--- config.mk ---
export PLATFORM = sky130hd
export DESIGN_NAME = vga_bg_scroller
export DESIGN_NICKNAME = d
export VERILOG_FILES = /design/src/rtl/vga_pkg.sv /design/src/rtl/vga_delay_line.sv /design/src/rtl/vga_bg_scroller.sv
export SDC_FILE = /design/constraint.sdc
export NUM_CORES = 1
export LEC_CHECK = 0
export ABC_AREA = 1
export CORE_UTILIZATION = 30
export CTS_CLUSTER_DIAMETER = 40
export DETAILED_ROUTE_END_ITERATION = 12
export PLACE_DENSITY_LB_ADDON = 0.1
export SKIP_CTS_REPAIR_TIMING = 1
export SYNTH_ARGS = -nofsm -noshare
export SYNTH_HDL_FRONTEND = slang
export SYNTH_SLANG_ARGS = --single-unit
--- constraint.sdc ---
create_clock -name clk -period 3.5 [get_ports clk]
set_input_delay 1.05 -clock clk [delete_from_list [all_inputs] [get_ports clk]]
set_output_delay 1.05 -clock clk [all_outputs]
set_load 0.01 [all_outputs]
--- src/rtl/vga_pkg.sv ---
// Shared constants and helpers for the VGA pixel-generation path
// (1280x1024 @ 1688x1066 total, 640x320 RGB565 background scaled x2).
package vga_pkg;

  // Timing generator geometry
  localparam int H_START  = 360;   // first active h_cnt (sync + back porch)
  localparam int V_START  = 41;    // first active v_cnt (sync + back porch)
  localparam int H_ACTIVE = 1280;
  localparam int V_ACTIVE = 1024;
  localparam int COL      = 1688;  // total clocks per line
  localparam int ROW      = 1066;  // total lines per frame

  // Background image and scrolling
  localparam int IMG_W       = 640;
  localparam int IMG_H       = 320;
  localparam int SCROLL_STEP = 2;   // source pixels per unit of view
  localparam int PIPE_LAT    = 4;   // h_cnt/v_cnt sample to RGB/sync out

  // RGB565 field MSB positions; the top 4 bits of each field feed the 4:4:4 output
  localparam int R_MSB = 15;
  localparam int G_MSB = 10;
  localparam int B_MSB = 4;

  localparam logic [11:0] SKY_RGB   = 12'h69F;
  localparam logic [15:0] KEY_COLOR = 16'hF81F;

  // Per-pixel region flags carried down the pipeline
  typedef struct packed {
    logic active;  // inside the 1280x1024 window
    logic img;     // inside the scaled 1280x640 image band
  } pix_flags_t;

  // Truncate RGB565 to 4:4:4 by keeping the top nibble of each field
  function automatic logic [11:0] rgb565_to_444(input logic [15:0] px);
    return {px[R_MSB -: 4], px[G_MSB -: 4], px[B_MSB -: 4]};
  endfunction

endpackage

--- src/rtl/vga_delay_line.sv ---
// Fixed-depth shift register with asynchronous active-low reset to RESET_VAL.
module vga_delay_line #(
  parameter int               WIDTH     = 1,
  parameter int               DEPTH     = 1,
  parameter logic [WIDTH-1:0] RESET_VAL = '0
) (
  input  logic             clk,
  input  logic             rst,
  input  logic [WIDTH-1:0] d,
  output logic [WIDTH-1:0] q
);

  logic [WIDTH-1:0] stage_reg [DEPTH];

  // First tap captures the input
  always_ff @(posedge clk or negedge rst) begin
    if (!rst) stage_reg[0] <= RESET_VAL;
    else      stage_reg[0] <= d;
  end

  // Remaining taps shift one position per clock
  generate
    for (genvar gi = 1; gi < DEPTH; gi++) begin : g_stage
      always_ff @(posedge clk or negedge rst) begin
        if (!rst) stage_reg[gi] <= RESET_VAL;
        else      stage_reg[gi] <= stage_reg[gi-1];
      end
    end
  endgenerate

  assign q = stage_reg[DEPTH-1];

endmodule

--- src/rtl/vga_bg_scroller.sv ---
// Background pixel generator: scaled x2, horizontally wrapping scroll of a
// 640x320 RGB565 ROM image, sky fill outside the image and on keyed pixels.
// Four-clock pipeline; hs/vs are delayed to stay aligned with the colour.
module vga_bg_scroller
  import vga_pkg::*;
(
  input  logic        clk,
  input  logic        rst,
  input  logic [11:0] h_cnt,
  input  logic [11:0] v_cnt,
  input  logic        hs_i,
  input  logic        vs_i,
  input  logic [7:0]  view,
  output logic [17:0] rom_addr,
  input  logic [15:0] rom_data,
  output logic [3:0]  O_red,
  output logic [3:0]  O_green,
  output logic [3:0]  O_blue,
  output logic        hs,
  output logic        vs
);

  logic [7:0]  view_q;

  // Stage 0 (combinational decode of the raw counters)
  logic        active_now;
  logic        img_now;
  logic [9:0]  xs_now;   // source-image column before scrolling (x>>1)
  logic [8:0]  ys_now;   // source-image row (y>>1)

  // Stage 1
  logic [9:0]  xs_reg;
  logic [8:0]  ys_reg;
  pix_flags_t  flags1_reg;

  // Stage 2 (combinational address generation)
  logic [10:0] sx_raw;
  logic [9:0]  sx;
  logic [17:0] addr_next;
  logic [17:0] rom_addr_reg;

  // Stage 3 flags, aligned with rom_data
  pix_flags_t  flags3;

  // Stage 4
  logic [11:0] rgb_reg;

  // Scroll position only changes at frame start so a frame never tears
  always_ff @(posedge clk or negedge rst) begin
    if (!rst)                             view_q <= '0;
    else if (h_cnt == '0 && v_cnt == '0)  view_q <= view;
  end

  // Active-window decode; upper bounds are exclusive
  always_comb begin
    active_now = (h_cnt >= 12'(H_START)) && (h_cnt < 12'(H_START + H_ACTIVE)) &&
                 (v_cnt >= 12'(V_START)) && (v_cnt < 12'(V_START + V_ACTIVE));
    xs_now     = 10'((h_cnt - 12'(H_START)) >> 1);
    ys_now     = 9'((v_cnt - 12'(V_START)) >> 1);
    img_now    = active_now && (ys_now < 9'(IMG_H));
  end

  // Stage 1: register the scaled coordinates and region flags
  always_ff @(posedge clk or negedge rst) begin
    if (!rst) begin
      xs_reg     <= '0;
      ys_reg     <= '0;
      flags1_reg <= '0;
    end else begin
      xs_reg     <= xs_now;
      ys_reg     <= ys_now;
      flags1_reg <= '{active: active_now, img: img_now};
    end
  end

  // Scroll with wrap: max sx_raw is 639+510, so one conditional subtract suffices;
  // sy*640 is built from two shifts to avoid a multiplier
  always_comb begin
    sx_raw    = 11'(xs_reg) + 11'(view_q) * 11'(SCROLL_STEP);
    sx        = (sx_raw >= 11'(IMG_W)) ? 10'(sx_raw - 11'(IMG_W)) : 10'(sx_raw);
    addr_next = (18'(ys_reg) << 9) + (18'(ys_reg) << 7) + 18'(sx);
  end

  // Stage 2: ROM address register, held outside the image band
  always_ff @(posedge clk or negedge rst) begin
    if (!rst)                rom_addr_reg <= '0;
    else if (flags1_reg.img) rom_addr_reg <= addr_next;
  end

  assign rom_addr = rom_addr_reg;

  // Flags ride two more clocks to meet the ROM read data
  vga_delay_line #(
    .WIDTH     (2),
    .DEPTH     (2),
    .RESET_VAL (2'b00)
  ) u_flag_dly (
    .clk (clk),
    .rst (rst),
    .d   (flags1_reg),
    .q   (flags3)
  );

  // Stage 4: colour select (blank, sky fill, keyed sky, or image pixel)
  always_ff @(posedge clk or negedge rst) begin
    if (!rst)                                      rgb_reg <= '0;
    else if (!flags3.active)                       rgb_reg <= '0;
    else if (!flags3.img || rom_data == KEY_COLOR) rgb_reg <= SKY_RGB;
    else                                           rgb_reg <= rgb565_to_444(rom_data);
  end

  assign {O_red, O_green, O_blue} = rgb_reg;

  // Sync follows the full pipeline depth; idle level is high
  vga_delay_line #(
    .WIDTH     (2),
    .DEPTH     (PIPE_LAT),
    .RESET_VAL (2'b11)
  ) u_sync_dly (
    .clk (clk),
    .rst (rst),
    .d   ({hs_i, vs_i}),
    .q   ({hs, vs})
  );

endmodule
==> impl_results.rst, run 1 <==
.. list-table::
   :header-rows: 1

   * - Metric
     - Value
   * - # port buffers
     - 83
   * - Relative slew margins
     - a little over half
   * - Category of the most critical setup path
     - flop to flop
   * - Number of cells on the critical path
     - 26
   * - Delay contributed by the slowest stage of the critical path
     - roughly 0.40 ns
   * - Final non-filler cell area
     - 5547 sq um
   * - Detailed-route vias per instance
     - around 4.3
   * - Period utilisation layout
     - 100.1%
   * - Fmax
     - ~290 MHz
   * - H-tree level count
     - 3
   * - Most common library cell in the layout ignoring fill and taps
     - sky130_fd_sc_hd__nand2_1
   * - Fraction of layout cells with a size suffix above 1
     - 18.51%
   * - Fin. Hold Viols
     - 0
   * - Top delay family on crit path
     - adder cells
   * - DRC marker count from the first detailed-route iteration
     - roughly 130
   * - Reg2reg setup slack
     - -0.003 ns
   * - ANT nets after route
     - 0
   * - Post-route DRC
     - 0
   * - Unrepaired setup endpoints after global routing
     - yes
   * - Max-slew violation count
     - 0
   * - Startpoint of the lowest-slack register-to-register path
     - view_q[0]$_DFFE_PN0P_
   * - Crit path DAT
     - 3.69 ns
   * - Layout Cells excl Fill
     - 734
   * - Depth of the worst register-to-register path
     - 26
   * - Clock buffers created by TritonCTS
     - 9
   * - Worst-Margin Slew
     - 0.6846 ns
   * - Min-Delay Path Depth
     - 0
   * - HPWL after detailed placement
     - 6.529 mm
   * - Area of the multi-input gates
     - 1976 sq um
   * - Endpoint class of the critical path
     - flop
   * - Die boundary width
     - 116.2 um
   * - Layout overhead on the synthesized area
     - 41.86%
   * - Pin count of the biggest net entering global routing
     - 43
   * - Area occupied by registers
     - about 1800 sq um
   * - Syn Nets
     - 541
   * - Global-route total usage across every layer
     - 13.41%
   * - Nets@finish
     - 642
   * - Standard cell area after detailed placement
     - 5021 sq um
   * - WHS Endpoint
     - u_flag_dly.q[0]$_DFF_PN0_
   * - Setup-violating endpoint count in the final report
     - 1
   * - Overflow after GRT
     - 0
   * - P per Cell Area
     - roughly 510 nW/um^2
   * - Syn Area/Cell
     - 8.575 sq um
   * - Slowest cell on the critical path
     - sky130_fd_sc_hd__dfrtp_1
   * - Pre-Repair DR Iteration Count
     - 6
   * - Clock-pin slew of the registers on the worst-case setup and hold paths
     - 0.06 ns
   * - Worst vdd ir
     - 235.9 uV
   * - Cell mode on critical path
     - sky130_fd_sc_hd__nand2_2
   * - Run status
     - complete, but fails checks
   * - CTS root buffer
     - sky130_fd_sc_hd__clkbuf_16
   * - Yosys top cell area share
     - 40.32%
   * - Synth Instances
     - 456
   * - Routed wire length
     - ~8.4 mm
   * - Die Y-Extent
     - 116.2 um
   * - Crit path time final
     - 3.503 ns
   * - Violations in the final reports
     - negative setup slack
   * - Sequential fraction of the synthesis area
     - 45.70%
   * - Vias in the first global route
     - 3044
   * - Endpoint required time on the critical path
     - 3.68 ns
   * - Min setup slack post-route
     - -0.002677 ns
   * - Clk Latency, worst-skew pair
     - 0.33 ns
   * - Count of fill cells added during filler insertion
     - between 1k and 1.5k
   * - Buf+Inv Stages, Crit Path
     - 4
   * - Diodes inserted
     - 0
   * - Maxcap violations
     - 0
   * - Number of placed instances with taps included
     - 716
   * - Setup slack at placement
     - -0.1119 ns
   * - Maximum net fanout on the critical path
     - 3
   * - Clock sink total
     - 71
   * - Clock skew after layout
     - 0.004609 ns
   * - Total of warnings raised by yosys
     - 0
   * - Post-Synthesis Cell Area
     - 3910 sq um
   * - Number of flip-flops and latches in the synthesized netlist
     - 71
   * - Gpl congestion
     - 0.8423
   * - # rows
     - between 40 and 50
   * - Area of the die
     - 13490 sq um
   * - CTS tree
     - built
   * - Buffer depth of the longest clock path
     - 2
   * - Top-level I/O count
     - 84
   * - Worst Min Path Start
     - u_flag_dly.stage_reg[2]$_DFF_PN0_
   * - Most frequent cells in the layout
     - sky130_fd_sc_hd__nand2_1 (110), sky130_fd_sc_hd__clkdlybuf4s50_1 (82), sky130_fd_sc_hd__inv_1 (70), sky130_fd_sc_hd__dfrtp_1 (63), sky130_fd_sc_hd__nor2_1 (22)
   * - Count of unique library cells instantiated by Yosys
     - 38
   * - Largest register FFs
     - 18
   * - Core ar.
     - 12670 sq um
   * - P_leak
     - approximately 0.0027 uW
   * - Cell type with the largest total area after synthesis
     - sky130_fd_sc_hd__dfrtp_1
   * - WL/cell
     - 11.43 um
   * - Type of element launching the critical path
     - flop
   * - Leading cell types by total area after synthesis
     - sky130_fd_sc_hd__dfrtp_1 (40%), sky130_fd_sc_hd__nand2_1 (11%), sky130_fd_sc_hd__ha_1 (9.6%)
   * - Initial antenna violation count
     - 0
   * - Global-route wire length before repair
     - between 10 and 15 mm
   * - Class of the most critical hold timing path
     - flop to flop
   * - Reg-to-reg endpoint
     - rom_addr[14]$_DFFE_PN0P_
   * - Total number of vias
     - 3167
   * - Starting Density
     - 30.86%
==> per-layer routing <==
metal	up-vias	share of wire (%)	GRT usage [%]
li1	1655	-	-
met1	1415	50	18.17
met2	85	43	20.71
met3	12	4.5	2.335
met4	0	2.0	6.667
met5	-	0	0
==> worst max path at each step <==
stage                          start                       end  slack, ns
3_3_place_gp   view_q[0]$_DFFE_PN0P_  rom_addr[16]$_DFFE_PN0P_      -0.03
6_report       view_q[0]$_DFFE_PN0P_  rom_addr[14]$_DFFE_PN0P_     -0.003
5_1_grt        view_q[0]$_DFFE_PN0P_  rom_addr[16]$_DFFE_PN0P_      -0.24
3_5_place_dp   view_q[0]$_DFFE_PN0P_  rom_addr[16]$_DFFE_PN0P_      -0.11
4_1_cts        view_q[0]$_DFFE_PN0P_  rom_addr[16]$_DFFE_PN0P_      -0.14
2_1_floorplan  view_q[0]$_DFFE_PN0P_  rom_addr[16]$_DFFE_PN0P_       0.03
==> area by class of cell <==
class / count / area share [%]
clock buffers: 13 / 4.692
multi-input cells: 299 / 35.62
repair buffers: 97 / 17.08
clock inverters: 3 / 1.173
well taps: 172 / 3.880
flip-flops and latches: 71 / 32.21
inverters: 79 / 5.346
==> per-stage QoR <==
| stage | total power, uW | hold WS, ns | TNS [ns] | util [%] |
|---|---|---|---|---|
| after floorplan | 1390 | 0.3312 | 0 | - |
| after global placement | 1766 | 0.3335 | -0.06728 | 39.63 |
| after detailed placement | 1770 | 0.3371 | -0.4385 | 39.63 |
| after CTS | 2782 | 0.3503 | -0.5678 | 42.19 |
| after global routing | 3016 | 0.3557 | -0.8792 | 43.77 |
| final | 2828 | 0.3481 | -0.002677 | 43.77 |
==> synth_stat cells <==
cell type,count
sky130_fd_sc_hd__nand3b_1,1
sky130_fd_sc_hd__xnor2_1,6
sky130_fd_sc_hd__a21oi_1,11
sky130_fd_sc_hd__a211oi_1,1
sky130_fd_sc_hd__dfrtp_1,63
sky130_fd_sc_hd__nand2_1,117
sky130_fd_sc_hd__inv_2,6
sky130_fd_sc_hd__o21ai_1,1
sky130_fd_sc_hd__inv_1,73
sky130_fd_sc_hd__nor4_2,2
sky130_fd_sc_hd__nor2_1,23
sky130_fd_sc_hd__o21ai_0,18
sky130_fd_sc_hd__nand3_1,23
sky130_fd_sc_hd__or2_2,1
sky130_fd_sc_hd__and2_2,1
sky130_fd_sc_hd__nor2_4,1
sky130_fd_sc_hd__nor2_2,2
sky130_fd_sc_hd__buf_2,1
sky130_fd_sc_hd__xor2_1,12
sky130_fd_sc_hd__ha_1,30
sky130_fd_sc_hd__o211ai_1,2
sky130_fd_sc_hd__or2_1,1
sky130_fd_sc_hd__buf_6,1
sky130_fd_sc_hd__a21oi_2,3
sky130_fd_sc_hd__clkbuf_1,5
sky130_fd_sc_hd__nor3_1,3
sky130_fd_sc_hd__nand3_2,2
sky130_fd_sc_hd__dfstp_2,8
sky130_fd_sc_hd__o21ai_2,9
sky130_fd_sc_hd__nand2_2,6
sky130_fd_sc_hd__fa_1,3
sky130_fd_sc_hd__o21bai_1,1
sky130_fd_sc_hd__nand4_1,10
sky130_fd_sc_hd__and3_1,1
sky130_fd_sc_hd__nor4_1,2
sky130_fd_sc_hd__a21o_1,1
sky130_fd_sc_hd__nor3_2,1
sky130_fd_sc_hd__a31oi_1,4
==> power by group <==
| part | switching (uW) | total, uW | leakage [uW] | internal, uW |
|---|---|---|---|---|
| Combinational | 396 | 831 | 0.00168 | 434 |
| Clock | 328 | 990 | 0.000160 | 662 |
| Sequential | 66.9 | 1010 | 0.000885 | 941 |
| Total | 791 | 2830 | 0.00273 | 2040 |
==> cells by family (layout without fill, tap and decap cells) <==
kind of cell             after synthesis  after routing  synth area share, %
XOR/XNOR                              18             18                4.032
AO/OA/AOI/OAI                         51             51                8.128
AND/OR/NAND/NOR                      197            197                22.53
buffers and inverters                 86            192                8.480
adder cells (fa/ha/maj)               33             33                11.14
flip-flops                            71             71                45.70
Power figures use the tool's default switching activity.
==> run 2: changes to the inputs <==
--- a/config.mk
+++ b/config.mk
@@ -6,11 +6,13 @@
 export NUM_CORES = 1
 export LEC_CHECK = 0
 export ABC_AREA = 1
+export CORE_MARGIN = 4
 export CORE_UTILIZATION = 30
 export CTS_CLUSTER_DIAMETER = 40
 export DETAILED_ROUTE_END_ITERATION = 12
 export PLACE_DENSITY_LB_ADDON = 0.1
 export SKIP_CTS_REPAIR_TIMING = 1
+export SLEW_MARGIN = 20
 export SYNTH_ARGS = -nofsm -noshare
 export SYNTH_HDL_FRONTEND = slang
 export SYNTH_SLANG_ARGS = --single-unit
==> constraint.sdc (replaced) <==
create_clock -name clk -period 4.2 [get_ports clk]
set_input_delay 1.26 -clock clk [delete_from_list [all_inputs] [get_ports clk]]
set_output_delay 1.26 -clock clk [all_outputs]
set_load 0.01 [all_outputs]
==> run 2 against run 1 <==
  * Sequential power fell by 17%
  * Critical path depth unchanged
  * Combinational power fell by 28%
  * First-iteration DRC count grew 29%
  * Design area is 5.5% lower
  * Highest routed layer unchanged
  * Clock-buffer cell count fell by 1
  * Hold slack worse by 0.0068 ns
  * Largest power group unchanged
  * Maximum frequency is 9.1% lower
  * The run now ends clean
  * Clock skew rose by 0.0021 ns
  * Power shrank 22%
==> impl_results.rst, run 2 (synthesized netlist as in run 1, its figures left out) <==
.. list-table::
   :header-rows: 1

   * - Metric
     - Value
   * - Pin count of the biggest net entering global routing
     - 29 (-33%)
   * - Area of the die
     - 14920 sq um (+11%)
   * - Routed wire length
     - 8.481 mm (+1.1%)
   * - Number of placed instances with taps included
     - 706 (-1.4%)
   * - Core ar.
     - 12670 sq um (unchanged)
   * - Most common library cell in the layout ignoring fill and taps
     - sky130_fd_sc_hd__nand2_1
   * - DRC marker count from the first detailed-route iteration
     - 165 (+29%)
   * - Layout overhead on the synthesized area
     - 34.05%
   * - Unrepaired setup endpoints after global routing
     - no
   * - Gpl congestion
     - 0.8133 (-3.4%)
   * - # rows
     - 41 (unchanged)
   * - Vias in the first global route
     - 3196 (+5.0%)
   * - Fmax
     - 259.6 MHz (-9.1%)
   * - Endpoint class of the critical path
     - flop
   * - Global-route wire length before repair
     - 14.88 mm (+6.3%)
   * - ANT nets after route
     - 0 (unchanged)
   * - Worst vdd ir
     - 186.8 uV (-21%)
   * - Maxcap violations
     - 0 (unchanged)
   * - Clock-pin slew of the registers on the worst-case setup and hold paths
     - 0.06 ns (about the same)
   * - Global-route total usage across every layer
     - 12.47% (-0.94 points)
   * - Most frequent cells in the layout
     - sky130_fd_sc_hd__nand2_1 (117), sky130_fd_sc_hd__clkdlybuf4s50_1 (82), sky130_fd_sc_hd__inv_1 (73), sky130_fd_sc_hd__dfrtp_1 (63), sky130_fd_sc_hd__ha_1 (30)
   * - Clock sink total
     - 71 (unchanged)
   * - Count of fill cells added during filler insertion
     - 1303 (+1.2%)
   * - CTS root buffer
     - sky130_fd_sc_hd__clkbuf_16
   * - Crit path time final
     - 3.853 ns (+0.3498 ns)
   * - CTS tree
     - built
   * - Maximum net fanout on the critical path
     - 4 (+1)
   * - Nets@finish
     - 630 (-1.9%)
   * - Fraction of layout cells with a size suffix above 1
     - 10.91% (-7.6 points)
   * - Starting Density
     - 30.86% (unchanged)
   * - Class of the most critical hold timing path
     - flop to flop
   * - HPWL after detailed placement
     - 6.864 mm (+5.1%)
   * - Diodes inserted
     - 0 (unchanged)
   * - Fin. Hold Viols
     - 0 (unchanged)
   * - Startpoint of the lowest-slack register-to-register path
     - view_q[0]$_DFFE_PN0P_
   * - Detailed-route vias per instance
     - 4.237 (-1.8%)
   * - Top-level I/O count
     - 84 (unchanged)
   * - Period utilisation layout
     - 91.73% (-8.4 points)
   * - Die Y-Extent
     - 122.2 um (+5.2%)
   * - Reg2reg setup slack
     - 0.35 ns (+0.35 ns)
   * - Setup-violating endpoint count in the final report
     - 0 (-1)
   * - Worst setup path startpoint
     - view_q[0]$_DFFE_PN0P_
   * - Area occupied by registers
     - 1787 sq um (unchanged)
   * - H-tree level count
     - 3 (unchanged)
   * - Overflow after GRT
     - 0 (unchanged)
   * - Area of the multi-input gates
     - 1792 sq um (-9.3%)
   * - Clock buffers created by TritonCTS
     - 9 (unchanged)
   * - Pre-Repair DR Iteration Count
     - 4 (-2)
   * - P per Cell Area
     - 421.3 nW/um^2 (-17%)
   * - Clk Latency, worst-skew pair
     - 0.33 ns (about the same)
   * - Post-route DRC
     - 0 (unchanged)
   * - Die boundary width
     - 122.2 um (+5.2%)
   * - Largest register FFs
     - 18 (unchanged)
   * - Category of the most critical setup path
     - flop to flop
   * - Worst Min Path Start
     - u_flag_dly.stage_reg[2]$_DFF_PN0_
   * - Type of element launching the critical path
     - flop
   * - Total number of vias
     - 3059 (-3.4%)
   * - Layout Cells excl Fill
     - 722 (-1.6%)
   * - Buffer depth of the longest clock path
     - 2 (unchanged)
   * - Worst-Margin Slew
     - 0.5546 ns (-0.1300 ns)
   * - # port buffers
     - 83 (unchanged)
   * - Relative slew margins
     - 62.98% (+8.6 points)
   * - Initial antenna violation count
     - 0 (unchanged)
   * - Clock skew after layout
     - 0.006729 ns (+0.002120 ns)
   * - Max-slew violation count
     - 0 (unchanged)
   * - Crit path DAT
     - 4.04 ns (+0.35 ns)
   * - WL/cell
     - 11.75 um (+2.8%)
   * - Final standard cell utilization of the core
     - 41.36% (-2.4 points)
   * - Run status
     - finished, final reports clean
   * - Endpoint required time on the critical path
     - 4.38 ns (+0.70 ns)
   * - P_leak
     - 0.002645 uW (-3.0%)
   * - Setup_tns
     - 0 ns (+0.002677 ns)
==> run 2: cell type report <==
| cell class | count | area share, % |
|---|---|---|
| Multi-Input combinational cell | 299 | 34.18 |
| Sequential cell | 71 | 34.09 |
| Timing Repair Buffer | 85 | 16.04 |
| Inverter | 79 | 5.658 |
| Clock buffer | 12 | 4.894 |
| Tap cell | 172 | 4.106 |
| Clock inverter | 4 | 1.026 |
==> run 2: worst paths after layout <==
kind / endpoint / cells past startpoint
setup / recovery: rom_addr[16]$_DFFE_PN0P_ / 26
hold reg to reg: u_flag_dly.q[0]$_DFF_PN0_ / 0
max in group asynchronous: u_sync_dly.stage_reg[6]$_DFF_PN1_ / 2
min in group asynchronous: rgb_reg[0]$_DFF_PN0_ / 1
setup reg to reg: rom_addr[16]$_DFFE_PN0P_ / 26
hold / removal: u_flag_dly.q[0]$_DFF_PN0_ / 0
==> run 2: report_power, final <==
group	switching, uW	internal [uW]	total [uW]
Combinational	297	303	600
Sequential	53.1	784	837
Clock	278	493	771
Total	628	1580	2210
==> run 2: critical path: stages, from the launching register on <==
cell and delay, ns:
sky130_fd_sc_hd__dfrtp_1 0.38, sky130_fd_sc_hd__ha_1 0.25, sky130_fd_sc_hd__fa_1 0.42, sky130_fd_sc_hd__nand2_1 0.10, sky130_fd_sc_hd__nand2_2 0.08, sky130_fd_sc_hd__nand3_1 0.09
sky130_fd_sc_hd__nand2_1 0.05, sky130_fd_sc_hd__nand2_1 0.05, sky130_fd_sc_hd__nand2_1 0.07, sky130_fd_sc_hd__inv_1 0.08, sky130_fd_sc_hd__ha_1 0.17, sky130_fd_sc_hd__inv_1 0.05
sky130_fd_sc_hd__nand2_1 0.09, sky130_fd_sc_hd__nand2_2 0.06, sky130_fd_sc_hd__inv_2 0.08, sky130_fd_sc_hd__o21ai_2 0.05, sky130_fd_sc_hd__nand2_1 0.05, sky130_fd_sc_hd__nand2_1 0.05
sky130_fd_sc_hd__ha_1 0.27, sky130_fd_sc_hd__ha_1 0.26, sky130_fd_sc_hd__fa_1 0.41, sky130_fd_sc_hd__nand3_1 0.11, sky130_fd_sc_hd__nand2_1 0.11, sky130_fd_sc_hd__nand4_1 0.09
sky130_fd_sc_hd__nand3_1 0.08, sky130_fd_sc_hd__xnor2_1 0.13, sky130_fd_sc_hd__o21ai_0 0.08
==> run 2: layer usage <==
layer	up-vias	global-route usage (%)	share of wire [%]
li1	1621	-	-
met1	1354	16.77	51
met2	76	19.51	43
met3	8	2.600	5.4
met4	0	5.318	1.5
met5	-	0	0
==> run 2: per-stage QoR <==
step / total power (uW) / cell area [sq um] / setup WS, ns / hold slack (ns)
after floorplan: 1158 / 3910 / 0.6798 / 0.3312
after global placement: 1454 / 4931 / 0.4633 / 0.3340
after detailed placement: 1460 / 4931 / 0.3649 / 0.3355
after CTS: 2249 / 5241 / 0.3505 / 0.3456
after global routing: 2359 / 5241 / 0.01999 / 0.3528
final: 2208 / 5241 / 0.3475 / 0.3412
==> run 3: changes to the inputs <==
--- a/config.mk
+++ b/config.mk
@@ -11,6 +11,7 @@
 export CTS_CLUSTER_DIAMETER = 40
 export DETAILED_ROUTE_END_ITERATION = 12
 export PLACE_DENSITY_LB_ADDON = 0.1
+export SETUP_SLACK_MARGIN = 0.5
 export SKIP_CTS_REPAIR_TIMING = 1
 export SLEW_MARGIN = 20
 export SYNTH_ARGS = -nofsm -noshare
==> constraint.sdc (replaced) <==
create_clock -name clk -period 4.2 [get_ports clk]
set_input_delay 1.26 -clock clk [delete_from_list [all_inputs] [get_ports clk]]
set_output_delay 1.26 -clock clk [all_outputs]
set_load 0.05 [all_outputs]
==> run 3 against run 2 <==
  * Via count up 1.4%
  * Maximum frequency up 10%
  * Clock skew about the same
  * Power up 12%
  * Sequential power about the same
  * Clock power about the same
  * Final cell count up 0.14%
  * Sequential share of layout area down 0.62 points
==> impl_results.rst, run 3 (synthesized netlist as in run 1, its figures left out) <==
.. list-table::
   :header-rows: 1

   * - Metric
     - Value
   * - H-tree level count
     - 3 (unchanged)
   * - Top delay family on crit path
     - adder cells
   * - WHS Endpoint
     - u_flag_dly.q[0]$_DFF_PN0_
   * - Endpoint required time on the critical path
     - 4.39 ns (about the same)
   * - Diodes inserted
     - 0 (unchanged)
   * - Type of element launching the critical path
     - flop
   * - Layout overhead on the synthesized area
     - 36.51%
   * - Setup_tns
     - 0 ns (unchanged)
   * - Clk Latency, worst-skew pair
     - 0.33 ns (about the same)
   * - Clock skew after layout
     - 0.006418 ns (-0.0003115 ns)
   * - Post-route DRC
     - 0 (unchanged)
   * - Relative slew margins
     - 62.65% (-0.34 points)
   * - Core ar.
     - 12670 sq um (unchanged)
   * - Area of the die
     - 14920 sq um (unchanged)
   * - Global-route total usage across every layer
     - 12.47% (unchanged)
   * - Depth of the worst register-to-register path
     - 26 (unchanged)
   * - Routed wire length
     - 8.666 mm (+2.2%)
   * - Slowest cell on the critical path
     - sky130_fd_sc_hd__dfrtp_1
   * - Starting Density
     - 30.86% (unchanged)
   * - # port buffers
     - 83 (unchanged)
   * - Die Y-Extent
     - 122.2 um (unchanged)
   * - Top-level I/O count
     - 84 (unchanged)
   * - Endpoint class of the critical path
     - flop
   * - Crit path time final
     - 3.500 ns (-0.3527 ns)
   * - ANT nets after route
     - 0 (unchanged)
   * - Gpl congestion
     - 0.8133 (unchanged)
   * - Worst-Margin Slew
     - 0.5597 ns (+0.005073 ns)
   * - CTS root buffer
     - sky130_fd_sc_hd__clkbuf_16
   * - Detailed-route vias per instance
     - 4.289 (+1.2%)
   * - Startpoint of the lowest-slack register-to-register path
     - view_q[0]$_DFFE_PN0P_
   * - Clock sink total
     - 71 (unchanged)
   * - Worst vdd ir
     - 192.3 uV (+3.0%)
   * - Unrepaired setup endpoints after global routing
     - no
   * - CTS tree
     - built
   * - Vias in the first global route
     - 3196 (unchanged)
   * - HPWL after detailed placement
     - 6.864 mm (unchanged)
   * - Maximum net fanout on the critical path
     - 4 (unchanged)
   * - Min-Delay Path Depth
     - 0 (unchanged)
   * - Crit path DAT
     - 3.69 ns (-0.35 ns)
   * - Largest register FFs
     - 18 (unchanged)
   * - DRC marker count from the first detailed-route iteration
     - 196 (+19%)
   * - Fin. Hold Viols
     - 0 (unchanged)
   * - Total number of vias
     - 3101 (+1.4%)
   * - P per Cell Area
     - 463.4 nW/um^2 (+10%)
   * - Most common library cell in the layout ignoring fill and taps
     - sky130_fd_sc_hd__nand2_1
   * - Category of the most critical setup path
     - flop to flop
   * - Setup-violating endpoint count in the final report
     - 0 (unchanged)
   * - Count of fill cells added during filler insertion
     - 1299 (-0.31%)
   * - Buf+Inv Stages, Crit Path
     - 3 (unchanged)
   * - Buffer depth of the longest clock path
     - 2 (unchanged)
   * - Global-route wire length before repair
     - 14.88 mm (unchanged)
   * - Cell mode on critical path
     - sky130_fd_sc_hd__nand2_2
   * - Max-slew violation count
     - 0 (unchanged)
   * - Overflow after GRT
     - 0 (unchanged)
   * - Initial antenna violation count
     - 0 (unchanged)
   * - Delay contributed by the slowest stage of the critical path
     - 0.40 ns (-0.02 ns)
   * - Die boundary width
     - 122.2 um (unchanged)
   * - Fraction of layout cells with a size suffix above 1
     - 14.70% (+3.8 points)
   * - Class of the most critical hold timing path
     - flop to flop
   * - Worst Min Path Start
     - u_flag_dly.stage_reg[2]$_DFF_PN0_
   * - Reg-to-reg endpoint
     - rom_addr[16]$_DFFE_PN0P_
   * - # rows
     - 41 (unchanged)
   * - Maxcap violations
     - 0 (unchanged)
   * - Clock-pin slew of the registers on the worst-case setup and hold paths
     - 0.06 ns (about the same)
   * - Sum of internal, switching and leakage power
     - 2473 uW (+12%)
   * - Fmax
     - 285.7 MHz (+10%)
   * - Reg2reg setup slack
     - 0.70 ns (+0.35 ns)
   * - WL/cell
     - 11.99 um (+2.0%)
   * - Most frequent cells in the layout
     - sky130_fd_sc_hd__nand2_1 (113), sky130_fd_sc_hd__clkdlybuf4s50_1 (82), sky130_fd_sc_hd__inv_1 (72), sky130_fd_sc_hd__dfrtp_1 (63), sky130_fd_sc_hd__ha_1 (24)
   * - Pre-Repair DR Iteration Count
     - 4 (unchanged)
   * - Run status
     - finished, final reports clean
   * - Clock buffers created by TritonCTS
     - 9 (unchanged)
   * - Pin count of the biggest net entering global routing
     - 29 (unchanged)
   * - Period utilisation layout
     - 83.33% (-8.4 points)
   * - Nets@finish
     - 631 (+0.16%)
   * - P_leak
     - 0.002645 uW (about the same)
run 3: area by class of cell:
type / instances / area, sq um / share of cell area, %
clock buffers: 12 / 256.5 / 4.805
clock inverters: 4 / 53.80 / 1.008
inverters: 79 / 296.5 / 5.556
multi-input cells: 299 / 1881 / 35.23
flip-flops and latches: 71 / 1787 / 33.47
well taps: 172 / 215.2 / 4.032
repair buffers: 86 / 848.3 / 15.89
run 3: per-stage QoR:
stage | cell area [sq um] | util (%) | hold slack (ns) | setup WS (ns) | std cells
final | 5338 | 42.13 | 0.3412 | 0.7002 | 723
after global routing | 5338 | 42.13 | 0.3528 | 0.4751 | 723
after CTS | 5241 | 41.36 | 0.3456 | 0.3505 | 722
after detailed placement | 4931 | 38.92 | 0.3355 | 0.3649 | 706
after global placement | 4931 | 38.92 | 0.3340 | 0.4633 | 706
after floorplan | 3910 | - | 0.3312 | 0.6798 | 456
run 3: metal layers:
| metal | routed length [um] | track usage [%] |
|---|---|---|
| met1 | 4305 | 16.77 |
| met2 | 3760 | 19.51 |
| met3 | 465 | 2.600 |
| met4 | 136 | 5.318 |
| met5 | 0 | 0 |
run 3: worst max path at each step:
stage | from | end | slack [ns] | cells past startpoint
after global placement | view_q[0]$_DFFE_PN0P_ | rom_addr[16]$_DFFE_PN0P_ | 0.46 | 26
after detailed placement | view_q[0]$_DFFE_PN0P_ | rom_addr[16]$_DFFE_PN0P_ | 0.36 | 26
final | view_q[0]$_DFFE_PN0P_ | rom_addr[16]$_DFFE_PN0P_ | 0.70 | 26
after global routing | view_q[0]$_DFFE_PN0P_ | rom_addr[16]$_DFFE_PN0P_ | 0.48 | 26
after floorplan | view_q[0]$_DFFE_PN0P_ | rom_addr[16]$_DFFE_PN0P_ | 0.68 | 26
after CTS | view_q[0]$_DFFE_PN0P_ | rom_addr[16]$_DFFE_PN0P_ | 0.35 | 26
run 3: where the power goes:
part | internal (uW) | switching [uW] | leakage (uW) | total (uW)
sequential | 784 | 53.9 | 0.000885 | 838
clock | 493 | 280 | 0.000145 | 773
combinational | 318 | 545 | 0.00162 | 862
